`config.mk`:
```
export PLATFORM = sky130hd
export DESIGN_NAME = ahb_pwm_regbank
export DESIGN_NICKNAME = d
export VERILOG_FILES = /design/src/rtl/ahb_pwm_pkg.sv /design/src/rtl/ahb_lite_slave_if.sv /design/src/rtl/ahb_pwm_regbank.sv
export SDC_FILE = /design/constraint.sdc
export NUM_CORES = 2
export LEC_CHECK = 0
export CAP_MARGIN = 20
export CORE_AREA = 2 2 459 461
export CTS_CLUSTER_SIZE = 28
export DETAILED_ROUTE_END_ITERATION = 12
export DIE_AREA = 0 0 461 463
export PLACE_DENSITY = 0.45
export SLEW_MARGIN = 20
export SYNTH_ARGS = -nofsm -noshare
export SYNTH_HDL_FRONTEND = slang
export SYNTH_SLANG_ARGS = --single-unit
```
`constraint.sdc`:
```
create_clock -name clk100m -period 2.3 [get_ports clk100m]
set_input_delay 0.23 -clock clk100m [delete_from_list [all_inputs] [get_ports clk100m]]
set_output_delay 0.23 -clock clk100m [all_outputs]
set_load 0.02 [all_outputs]
```
`src/rtl/ahb_pwm_pkg.sv`:
```
// ahb_pwm_pkg: shared constants and types for the AHB PWM register bank.
//   - AHB transfer/response/size codes
//   - region bases and control-register offsets (byte offsets in the slave window)
//   - ID magic, bus FSM state enum, register-kind enum and the address decoder
package ahb_pwm_pkg;

    localparam logic [1:0] HTRANS_IDLE   = 2'b00;
    localparam logic [1:0] HTRANS_BUSY   = 2'b01;
    localparam logic [1:0] HTRANS_NONSEQ = 2'b10;
    localparam logic [1:0] HTRANS_SEQ    = 2'b11;

    localparam logic HRESP_OKAY  = 1'b0;
    localparam logic HRESP_ERROR = 1'b1;

    localparam logic [2:0] HSIZE_WORD = 3'b010;

    localparam logic [31:0] REGION_FREQ    = 32'h000;
    localparam logic [31:0] REGION_PNUM    = 32'h100;
    localparam logic [31:0] REGION_PNUMCNT = 32'h200;
    localparam logic [31:0] REGION_CTRL    = 32'h300;

    localparam logic [31:0] OFF_START    = 32'h300;
    localparam logic [31:0] OFF_STOP     = 32'h304;
    localparam logic [31:0] OFF_STATE    = 32'h308;
    localparam logic [31:0] OFF_GPIO_OUT = 32'h30C;
    localparam logic [31:0] OFF_GPIO_SET = 32'h310;
    localparam logic [31:0] OFF_GPIO_CLR = 32'h314;
    localparam logic [31:0] OFF_GPIO_IN  = 32'h318;
    localparam logic [31:0] OFF_LIMIT_L  = 32'h31C;
    localparam logic [31:0] OFF_LIMIT_R  = 32'h320;
    localparam logic [31:0] OFF_ID       = 32'h324;

    localparam logic [15:0] ID_MAGIC = 16'h5057;

    typedef enum logic [1:0] {
        StIdle,
        StData,
        StErr1,
        StErr2
    } ahb_state_e;

    typedef enum logic [3:0] {
        RegNone,
        RegFreq,
        RegPnum,
        RegPnumcnt,
        RegStart,
        RegStop,
        RegState,
        RegGpioOut,
        RegGpioSet,
        RegGpioClr,
        RegGpioIn,
        RegLimitL,
        RegLimitR,
        RegId
    } reg_kind_e;

    // Maps a byte offset to the register it selects; RegNone when unmapped.
    // Alignment is not checked here: control offsets only match exactly, and the
    // bus interface rejects misaligned channel-region accesses.
    function automatic reg_kind_e decode_reg(input logic [31:0] off, input int unsigned nch);
        reg_kind_e kind;
        logic      in_range;
        logic [31:0] region;
        in_range = ({26'd0, off[7:2]} < nch);
        region   = {off[31:8], 8'h00};
        kind     = RegNone;
        if (region == REGION_FREQ) begin
            if (in_range) kind = RegFreq;
        end else if (region == REGION_PNUM) begin
            if (in_range) kind = RegPnum;
        end else if (region == REGION_PNUMCNT) begin
            if (in_range) kind = RegPnumcnt;
        end else if (region == REGION_CTRL) begin
            case (off)
                OFF_START:    kind = RegStart;
                OFF_STOP:     kind = RegStop;
                OFF_STATE:    kind = RegState;
                OFF_GPIO_OUT: kind = RegGpioOut;
                OFF_GPIO_SET: kind = RegGpioSet;
                OFF_GPIO_CLR: kind = RegGpioClr;
                OFF_GPIO_IN:  kind = RegGpioIn;
                OFF_LIMIT_L:  kind = RegLimitL;
                OFF_LIMIT_R:  kind = RegLimitR;
                OFF_ID:       kind = RegId;
                default:      kind = RegNone;
            endcase
        end
        return kind;
    endfunction

endpackage

```
`src/rtl/ahb_lite_slave_if.sv`:
```
// ahb_lite_slave_if: AHB-Lite slave front end for the PWM register bank.
// Captures the address phase, classifies it legal/illegal, runs the two-cycle
// ERROR response FSM and hands a one-cycle write/read enable to the register file.
// Ports:
//   i_clk, i_rst          clock, synchronous active-high reset
//   i_hsel..i_hready      AHB address-phase inputs, i_hwdata data-phase write data
//   i_addr_mapped         register file says i_haddr selects a mapped register
//   o_hreadyout, o_hresp  AHB response
//   o_wr_en, o_rd_en      legal write/read data phase in progress
//   o_reg_addr, o_wdata   registered data-phase address and the write data
module ahb_lite_slave_if
    import ahb_pwm_pkg::*;
#(
    parameter int unsigned ADDR_W = 12
) (
    input  logic              i_clk,
    input  logic              i_rst,
    input  logic              i_hsel,
    input  logic [ADDR_W-1:0] i_haddr,
    input  logic [1:0]        i_htrans,
    input  logic              i_hwrite,
    input  logic [2:0]        i_hsize,
    input  logic [31:0]       i_hwdata,
    input  logic              i_hready,
    input  logic              i_addr_mapped,
    output logic              o_hreadyout,
    output logic              o_hresp,
    output logic              o_wr_en,
    output logic              o_rd_en,
    output logic [ADDR_W-1:0] o_reg_addr,
    output logic [31:0]       o_wdata
);

    ahb_state_e        r_state;
    ahb_state_e        w_state_nxt;
    logic [ADDR_W-1:0] r_addr;
    logic              r_write;
    logic              w_accept;
    logic              w_legal;

    // ERR1 drives hready low, so nothing can be accepted there; the extra term keeps
    // the captured address consistent even if a master ignores that.
    assign w_accept = i_hsel & i_hready & (r_state != StErr1) &
                      ((i_htrans == HTRANS_NONSEQ) | (i_htrans == HTRANS_SEQ));
    assign w_legal  = (i_hsize == HSIZE_WORD) & (i_haddr[1:0] == 2'b00) & i_addr_mapped;

    always_comb begin
        w_state_nxt = StIdle;
        case (r_state)
            StErr1:  w_state_nxt = StErr2;
            default: begin
                if (w_accept) begin
                    w_state_nxt = w_legal ? StData : StErr1;
                end
            end
        endcase
    end

    always_ff @(posedge i_clk) begin
        if (i_rst) begin
            r_state <= StIdle;
            r_addr  <= '0;
            r_write <= 1'b0;
        end else begin
            r_state <= w_state_nxt;
            if (w_accept) begin
                r_addr  <= i_haddr;
                r_write <= i_hwrite;
            end
        end
    end

    // Reset overrides the response combinationally so the bus is released in the
    // very cycle rst is sampled, and any pending write is dropped.
    always_comb begin
        o_hreadyout = 1'b1;
        o_hresp     = HRESP_OKAY;
        o_wr_en     = 1'b0;
        o_rd_en     = 1'b0;
        if (!i_rst) begin
            o_hreadyout = (r_state != StErr1);
            o_hresp     = ((r_state == StErr1) || (r_state == StErr2)) ? HRESP_ERROR : HRESP_OKAY;
            o_wr_en     = (r_state == StData) & r_write;
            o_rd_en     = (r_state == StData) & ~r_write;
        end
    end

    assign o_reg_addr = r_addr;
    assign o_wdata    = i_hwdata;

endmodule

```
`src/rtl/ahb_pwm_regbank.sv`:
```
// ahb_pwm_regbank: AHB-Lite register bank for the multi-axis PWM/pulse controller.
// Ports:
//   clk100m, rst                      clock, synchronous active-high reset
//   hsel..hready, hreadyout/hresp/hrdata  AHB-Lite slave port
//   freq                              per-channel frequency, channel i at [i*FREQ_W +: FREQ_W]
//   pnum_load, pnum_val               one-cycle pulse-count load strobe and its value
//   pwm_start, pwm_stop               one-cycle start/stop strobes
//   gpio_out, gpio_in                 GPIO output register and inputs
//   limit_l, limit_r, pwm_state       per-channel status inputs
//   pnumcnt                           pulses remaining, channel i at [i*CNT_W +: CNT_W]
module ahb_pwm_regbank
    import ahb_pwm_pkg::*;
#(
    parameter int unsigned NCH    = 16,
    parameter int unsigned FREQ_W = 32,
    parameter int unsigned CNT_W  = 24,
    parameter int unsigned GPIO_W = 32,
    parameter int unsigned ADDR_W = 12
) (
    input  logic                  clk100m,
    input  logic                  rst,
    input  logic                  hsel,
    input  logic [ADDR_W-1:0]     haddr,
    input  logic [1:0]            htrans,
    input  logic                  hwrite,
    input  logic [2:0]            hsize,
    input  logic [31:0]           hwdata,
    input  logic                  hready,
    output logic                  hreadyout,
    output logic                  hresp,
    output logic [31:0]           hrdata,
    output logic [NCH*FREQ_W-1:0] freq,
    output logic [NCH-1:0]        pnum_load,
    output logic [31:0]           pnum_val,
    output logic [NCH-1:0]        pwm_start,
    output logic [NCH-1:0]        pwm_stop,
    output logic [GPIO_W-1:0]     gpio_out,
    input  logic [GPIO_W-1:0]     gpio_in,
    input  logic [NCH-1:0]        limit_l,
    input  logic [NCH-1:0]        limit_r,
    input  logic [NCH-1:0]        pwm_state,
    input  logic [NCH*CNT_W-1:0]  pnumcnt
);

    logic                         w_addr_mapped;
    logic                         w_wr_en;
    logic                         w_rd_en;
    logic [ADDR_W-1:0]            w_reg_addr;
    logic [31:0]                  w_wdata;
    logic [31:0]                  w_doff;
    logic [5:0]                   w_didx;
    reg_kind_e                    w_dkind;
    logic [31:0]                  w_rdata;

    logic [NCH-1:0][FREQ_W-1:0]   r_freq;
    logic [NCH-1:0]               r_pnum_load;
    logic [31:0]                  r_pnum_val;
    logic [NCH-1:0]               r_start;
    logic [NCH-1:0]               r_stop;
    logic [GPIO_W-1:0]            r_gpio;

    // Address-phase decode feeds the legality check; data-phase decode selects the register.
    assign w_addr_mapped = (decode_reg(32'(haddr), NCH) != RegNone);
    assign w_doff        = 32'(w_reg_addr);
    assign w_didx        = w_doff[7:2];
    assign w_dkind       = decode_reg(w_doff, NCH);

    ahb_lite_slave_if #(
        .ADDR_W (ADDR_W)
    ) u_slave_if (
        .i_clk         (clk100m),
        .i_rst         (rst),
        .i_hsel        (hsel),
        .i_haddr       (haddr),
        .i_htrans      (htrans),
        .i_hwrite      (hwrite),
        .i_hsize       (hsize),
        .i_hwdata      (hwdata),
        .i_hready      (hready),
        .i_addr_mapped (w_addr_mapped),
        .o_hreadyout   (hreadyout),
        .o_hresp       (hresp),
        .o_wr_en       (w_wr_en),
        .o_rd_en       (w_rd_en),
        .o_reg_addr    (w_reg_addr),
        .o_wdata       (w_wdata)
    );

    // Writes commit at the edge ending the data phase; strobes are high for the
    // following cycle only.
    always_ff @(posedge clk100m) begin
        if (rst) begin
            r_freq      <= '0;
            r_pnum_load <= '0;
            r_pnum_val  <= '0;
            r_start     <= '0;
            r_stop      <= '0;
            r_gpio      <= '0;
        end else begin
            r_pnum_load <= '0;
            r_start     <= '0;
            r_stop      <= '0;
            if (w_wr_en) begin
                case (w_dkind)
                    RegFreq: begin
                        for (int i = 0; i < NCH; i++) begin
                            if (w_didx == 6'(i)) r_freq[i] <= w_wdata[FREQ_W-1:0];
                        end
                    end
                    RegPnum: begin
                        for (int i = 0; i < NCH; i++) begin
                            if (w_didx == 6'(i)) r_pnum_load[i] <= 1'b1;
                        end
                        r_pnum_val <= w_wdata;
                    end
                    RegStart:   r_start <= w_wdata[NCH-1:0];
                    RegStop:    r_stop  <= w_wdata[NCH-1:0];
                    RegGpioOut: r_gpio  <= w_wdata[GPIO_W-1:0];
                    RegGpioSet: r_gpio  <= r_gpio | w_wdata[GPIO_W-1:0];
                    RegGpioClr: r_gpio  <= r_gpio & ~w_wdata[GPIO_W-1:0];
                    default: ;
                endcase
            end
        end
    end

    // Read mux; write-only registers read as zero, live inputs are sampled now.
    always_comb begin
        w_rdata = '0;
        if (w_rd_en) begin
            case (w_dkind)
                RegFreq: begin
                    for (int i = 0; i < NCH; i++) begin
                        if (w_didx == 6'(i)) w_rdata = 32'(r_freq[i]);
                    end
                end
                RegPnumcnt: begin
                    for (int i = 0; i < NCH; i++) begin
                        if (w_didx == 6'(i)) w_rdata = 32'(pnumcnt[i*CNT_W +: CNT_W]);
                    end
                end
                RegState:   w_rdata = 32'(pwm_state);
                RegGpioOut: w_rdata = 32'(r_gpio);
                RegGpioIn:  w_rdata = 32'(gpio_in);
                RegLimitL:  w_rdata = 32'(limit_l);
                RegLimitR:  w_rdata = 32'(limit_r);
                RegId:      w_rdata = {ID_MAGIC, 8'(NCH), 8'(CNT_W)};
                default:    w_rdata = '0;
            endcase
        end
    end

    assign hrdata    = w_rdata;
    assign freq      = r_freq;
    assign pnum_load = r_pnum_load;
    assign pnum_val  = r_pnum_val;
    assign pwm_start = r_start;
    assign pwm_stop  = r_stop;
    assign gpio_out  = r_gpio;

endmodule

```
### Word level (Yosys, flattened, before mapping)

Index checks and enable logic that the tools add are counted.

| operators by class | value |
|---|---|
| reductions and logical operators | 28 |
| eq/ne operators | 61 |
| bitwise operators | 16 |
| multiplexer cells | 75 |
| magnitude comparators | 2 |

Operators with widths:

| cell | number |
|---|---|
| 32-bit two-way mux | 32 |
| 32-bit one-hot mux with 8 select lines | 1 |
| 12-bit by 10-bit equality test with 1-bit output, second input constant | 20 |
| 32-bit one-hot mux with 3 select lines | 1 |
| 4-bit one-hot mux with 10 select lines | 2 |
| 6-bit by 4-bit equality test with 1-bit output, second input constant | 8 |
| 3-bit AND reduction | 16 |
| 32-bit AND | 1 |
| 4-bit two-way mux | 8 |
| 32-bit NOT | 1 |
| 32-bit bitwise OR | 1 |
| 4-bit by 2-bit equality test with 1-bit output, second input constant | 6 |
| 4-bit equality test, second input constant | 6 |
| 6-bit by 3-bit equality test with 1-bit output, second input constant | 4 |
| 24-bit logical NOT | 1 |
| 24-bit two-way mux | 1 |
| 1-bit two-way mux | 23 |
| 4-bit by 3-bit equality test with 1-bit output, second input constant | 4 |
| 2-bit two-way mux | 7 |
| 4-bit by 1-bit equality test with 1-bit output, second input constant | 3 |
| 6-bit by 2-bit equality test with 1-bit output, second input constant | 2 |
| 6-bit by 5-bit less-than comparator with 1-bit output, second input constant | 2 |
| 3-bit OR reduction | 3 |
| 2-bit equality test, second input constant | 4 |
| other kinds (14) | 25 |

| word-level totals | value |
|---|---|
| register bits | 639 |
| input bits | 518 |
| output and inout port bits | 658 |
| word-level logic and storage cells | 206 |

### Longest topological paths before layout

| depth | value |
|---|---|
| depth in word-level cells | 19 |
| depth in mapped cells | 12 |
| gate-level depth less buffers | 7 |

### Cells and area by module

A second synthesis with hierarchy kept.

| second synthesis, totals | value |
|---|---|
| cell total of the unflattened synthesis | 4177 |
| area, all modules | 31427.6 sq um |

By module, submodules not included:

| module | area an instance (sq um) | sequential area each (sq um) | cells each | times used |
|---|---|---|---|---|
| ahb_pwm_regbank | 30427.9 | 12492.0 | 4070 | 1 |
| ahb_lite_slave_if | 999.7 | 300.3 | 107 | 1 |

### Worst setup path before layout

No wires, ideal clock.

| timing path | value |
|---|---|
| path type | reg-to-output |
| start | register u_slave_if.r_addr[3] (netlist: u_slave_if.o_reg_addr[3]) |
| end | output hrdata[2] |
| slack | -0.545 ns |
| data arrival time | 2.615 ns |
| required time | 2.070 ns |
| cell stages (with the launch flop) | 9 |
| buffers on the path | 1 |
| cells stage by stage | dfxtp_1 > buf_2 > or4b_4 > a211oi_4 > mux2i_1 > a31oi_1 > nor2_1 > nand2_1 > o32ai_1 |

| between the ends | value |
|---|---|
| word-level cells in the longest chain between the ends | 19 |
| elaborated cells on any way between the ends | 77 |
| those cells by class | order compare (1); eq/ne (33); mux (42); reduce/logical (1) |

Ends and longest elaborated chain:

| item | RTL line | text |
|---|---|---|
| start, declared | ahb_lite_slave_if.sv:36 | `logic [ADDR_W-1:0] r_addr;` |
| start signal, assigned | ahb_lite_slave_if.sv:67 | `r_addr <= i_haddr;` |
| 6-bit logical NOT | ahb_pwm_regbank.sv:134, ahb_pwm_regbank.sv:139 |  |
| 24-bit two-way mux or 32-bit two-way mux (tied branches) | ahb_pwm_regbank.sv:139, ahb_pwm_regbank.sv:134 |  |
| 32-bit two-way mux (on tied branches) (15 in a row) | ahb_pwm_regbank.sv:139, ahb_pwm_regbank.sv:134 |  |
| 32-bit one-hot mux with 8 select lines (*) | ahb_pwm_regbank.sv:131 | `case (w_dkind)` |
| 32-bit two-way mux (*) | ahb_pwm_regbank.sv:130 | `if (w_rd_en) begin` |
| end, declared | ahb_pwm_regbank.sv:31 | `output logic [31:0] hrdata,` |

Every way passes the cells marked *; elsewhere a longest branch is shown, timed or not.

### Worst setup path after layout

| timing path | value |
|---|---|
| start | register u_slave_if.r_addr[7] (netlist: u_slave_if.o_reg_addr[7]) |
| end | output hrdata[2] |

The elaborated chain is that of the path after synthesis.

==> summary.md <==
| Metric | Value |
|---|---|
| Power Dens Cells | about 500 nW/um^2 |
| Final Slew Violations | 0 |
| Final Critical Period | 3950 ps |
| Sequential share of the synthesized area | 41.1% |
| Final worst slack | -1650 ps |
| Synthesized flop and latch total | between 600 and 700 |
| Iter 0 DRT Violations | between 5000 and 6000 |
| Setup crit end kind | output pin |
| Max-cap violations | 0 |
| Worst Setup SP | u_slave_if.o_reg_addr[7] |
| Area grow syn2layout | 95.6% |
| Most frequent CP cell | buf_4 |
| Initial core utilization | between 10% and 20% |
| NumNets Final | 6600 |
| Fmax | approximately 250 MHz |
| Most common cell after layout, fill and taps aside | nand2_1 |
| Rows | roughly 170 |
| Post-synth EDFFs | 0 |
| Post-Place Setup Slack | -1340 ps |
| Worst Path Max Fanout | 5 |
| Reg2reg setup slack | -860 ps |
| Synth Warn # | 0 |
| GP Congestion | between 1 and 1.5 |
| Tot Pwr | 30.4 mW |
| Wire length of the first global-routing pass | 445000 um |
| Per-cell routed wire length | roughly 39 um |
| RSZ-0062 raised after global routing | true |
| Largest net degree at the start of global routing | 191 |
| Clock sink count | 639 |
| Fin crit share | 172% |
| CP Capture Point | hrdata[2] |
| Number of global-route vias before repair | 41600 |
| CTS tree | yes |
| CTS clk-pin slew, worst paths | ~70 ps |
| Outcome | complete, but fails checks |
| Cell family with most CP delay | simple AND/OR/NAND/NOR gates |
| Top Usage Layer GRT | met2 |
| Buffers on Ports | ~1200 |
| Crit Reg-Reg Startpoint | u_slave_if.o_reg_addr[6] |
| Worst-Margin Slew | between 1000 and 1500 ps |
| Kind of start point of the critical path | flop |
| Yosys cell types | between 80 and 90 |
| GRT met1 Usage | between 30% and 40% |
| Mapped Nets | roughly 4700 |
| DRC violation count after routing | 0 |
| Ys flop type | dfxtp_1 |
| CTS root buf | clkbuf_16 |
| Total Routing Usage GR | 31.5% |
| R2r endpoint | freq[491] |
| DIE WIDTH | roughly 460 um |
| Total CTS buffers | 86 |
| Mean Syn Cell Area | about 7.4 sq um |
| Post-DRT Antenna Nets | 0 |
| Core Box Area | ~210000 sq um |
| Routed vias | ~44000 |
| Final count of hold timing violations | 0 |
| Commonest non-fill, non-tap cells in the layout | nand2_1, clkdlybuf4s50_1, buf_4 |
| GR Util met3 | 12.4% |
| H-tree depth | 3 |
| DRT Pass-1 Iters | 10 |
| Critical path type | flop to output pin |
| CP Buf/Inv Count | 5 |
| Worst EP arrival | between 3000 and 4000 ps |
| Die height | 463 um |
| GR Overflow Total | 0 |
| Worst path depth | 12 |
| Synthesized instance count | 4197 |
| Vias per inst | ~5 |
| FF-to-FF path depth | 16 |
| WL final | between 300000 and 400000 um |
| Critical Path Slowest Stage Cell | or4b_4 |
| Initial antenna violation count | around 140 |
| Hold WC Path Type | primary input to flop |
| Final setup vio count | between 600 and 700 |
| Leakage | 20.9 nW |
| # fillers | approximately 22000 |
| Data required time of the worst path | a little over 2000 ps |
| Post-DP HPWL | ~280000 um |
| Share of layout cells above drive strength 1 | 27.0% |
| Die ar. | ~210000 sq um |
| Max rail drop VDD | roughly 550 uV |
| Skew final | about 60 ps |
| CP max stage delay | a little under 600 ps |
| Failing checks | setup timing |
| Cell Area, Synth | roughly 31000 sq um |
| Min-delay src | hwdata[13] |
| Largest buffer count on any clock path | 3 |
| Clk Latency, worst-skew pair | roughly 760 ps |
| M2 GR Usage | a little under half |
| Asr flop ratio synth | 0% |
| I/O pin total | roughly 1200 |
| CP Cell Sequence | buf_4 > or4b_4 > buf_4 > a21oi_2 > a2111oi_4 > buf_4 > nand4_1 > o2111ai_2 > nor4bb_2 > buf_4 > o32ai_4 > buf_6 |
| Slew HR | a little over a fifth |
## cell usage after synthesis, drive strengths merged, types with 34 or more instances
| library cell | instances | area, sq um |
|---|---|---|
| a21oi | 747 | 3750 |
| a221oi | 42 | 368 |
| a22oi | 80 | 601 |
| and2 | 40 | 250 |
| buf | 159 | 822 |
| clkbuf | 258 | 968 |
| dfxtp | 639 | 12800 |
| mux2i | 86 | 861 |
| nand2 | 1265 | 4750 |
| nand3 | 34 | 170 |
| nor2 | 202 | 835 |
| o21ai | 196 | 985 |
| o22ai | 39 | 244 |
## logic make-up (layout without fill, tap and decap cells)
logic type | Yosys count | in the layout | share of synthesized area, %
AO/OA/AOI/OAI | 1344 | 1344 | 25.7
flip-flops | 639 | 639 | 41.1
other | 0 | 51 | 0
AND/OR/NAND/NOR | 1649 | 1649 | 21.8
buffers and inverters | 426 | 2379 | 5.85
multiplexers | 139 | 139 | 5.55
## stage by stage
stage	instances	hold slack (ps)	TNS, ps	utilization (%)	area [sq um]
final	9006	87.3	-444220	29.2	60900
after floorplan	4197	377	-4860	-	31600
after CTS	8893	41.6	-302490	28.4	59200
after detailed placement	8644	444	-384700	25.8	53800
after global routing	8979	71.9	-467410	29.2	60900
after global placement	8644	440	-376360	25.8	53800
## power breakdown
group	internal [mW]	switching [mW]	total, mW
logic	1.93	2.42	4.35
registers	11.1	0.0149	11.1
clock network	8.61	6.37	15.0
total	21.6	8.81	30.4
## sequential cells by signal, summed over array words and instances, names as in the netlist, 2 cells and up
signal and count:
pnum_load 16, pwm_start 16, pnum_val 32, u_slave_if.o_reg_addr 12, freq 512, u_slave_if.r_state 2, gpio_out 32, pwm_stop 16
## metal layers
layer  routed length (um)  vias to the layer above  share of wire, %
met5                  724                        -              0.20
met4                17900                      106               5.1
met3                41700                      585                12
met2               151000                     2716                43
met1               143000                    21900                40
li1                     -                    18500                 -
## layout make-up
type | instances | area, sq um | area share [%]
clock buffer | 117 | 2440 | 4.00
tap | 2805 | 3510 | 5.76
clock inverter | 39 | 587 | 0.963
timing repair buffer | 2214 | 22600 | 37.1
sequential | 639 | 12800 | 21.0
antenna | 51 | 128 | 0.209
inverter | 9 | 46.3 | 0.0760
multi-input combinational | 3132 | 18800 | 30.9
## worst reg2reg max path: stages (launching register included)
cell	delay [ps]
dfxtp_4	380
buf_6	140
or4_4	550
buf_6	150
nor3_4	210
buf_12	160
buf_6	100
buf_12	120
buf_8	130
nand2_8	70
buf_12	160
buf_12	170
nor2_4	130
buf_12	150
clkbuf_16	210
nand2_1	70
a21oi_1	140
## timing repair
item / 4_1_cts / 5_1_grt
buffers inserted: 91 / 61
setup endpoints to repair: 694 / 689
hold endpoints to repair: 18 / 0
gates cloned: 6 / 12
gates resized for setup: 349 / 238
hold buffers: 4 / 0
pin swaps: 96 / 111
## worst min-delay path by stage
stage                               end  slack, ps  cells past startpoint
6_report                   gpio_out[13]         90                      3
5_1_grt                    gpio_out[13]         70                      3
4_1_cts                       freq[461]         40                      3
3_5_place_dp                pnum_val[4]        440                      2
3_3_place_gp               pnum_val[28]        440                      2
2_1_floorplan  u_slave_if.o_reg_addr[0]        380                      2
(Power assumes the default switching activity.)
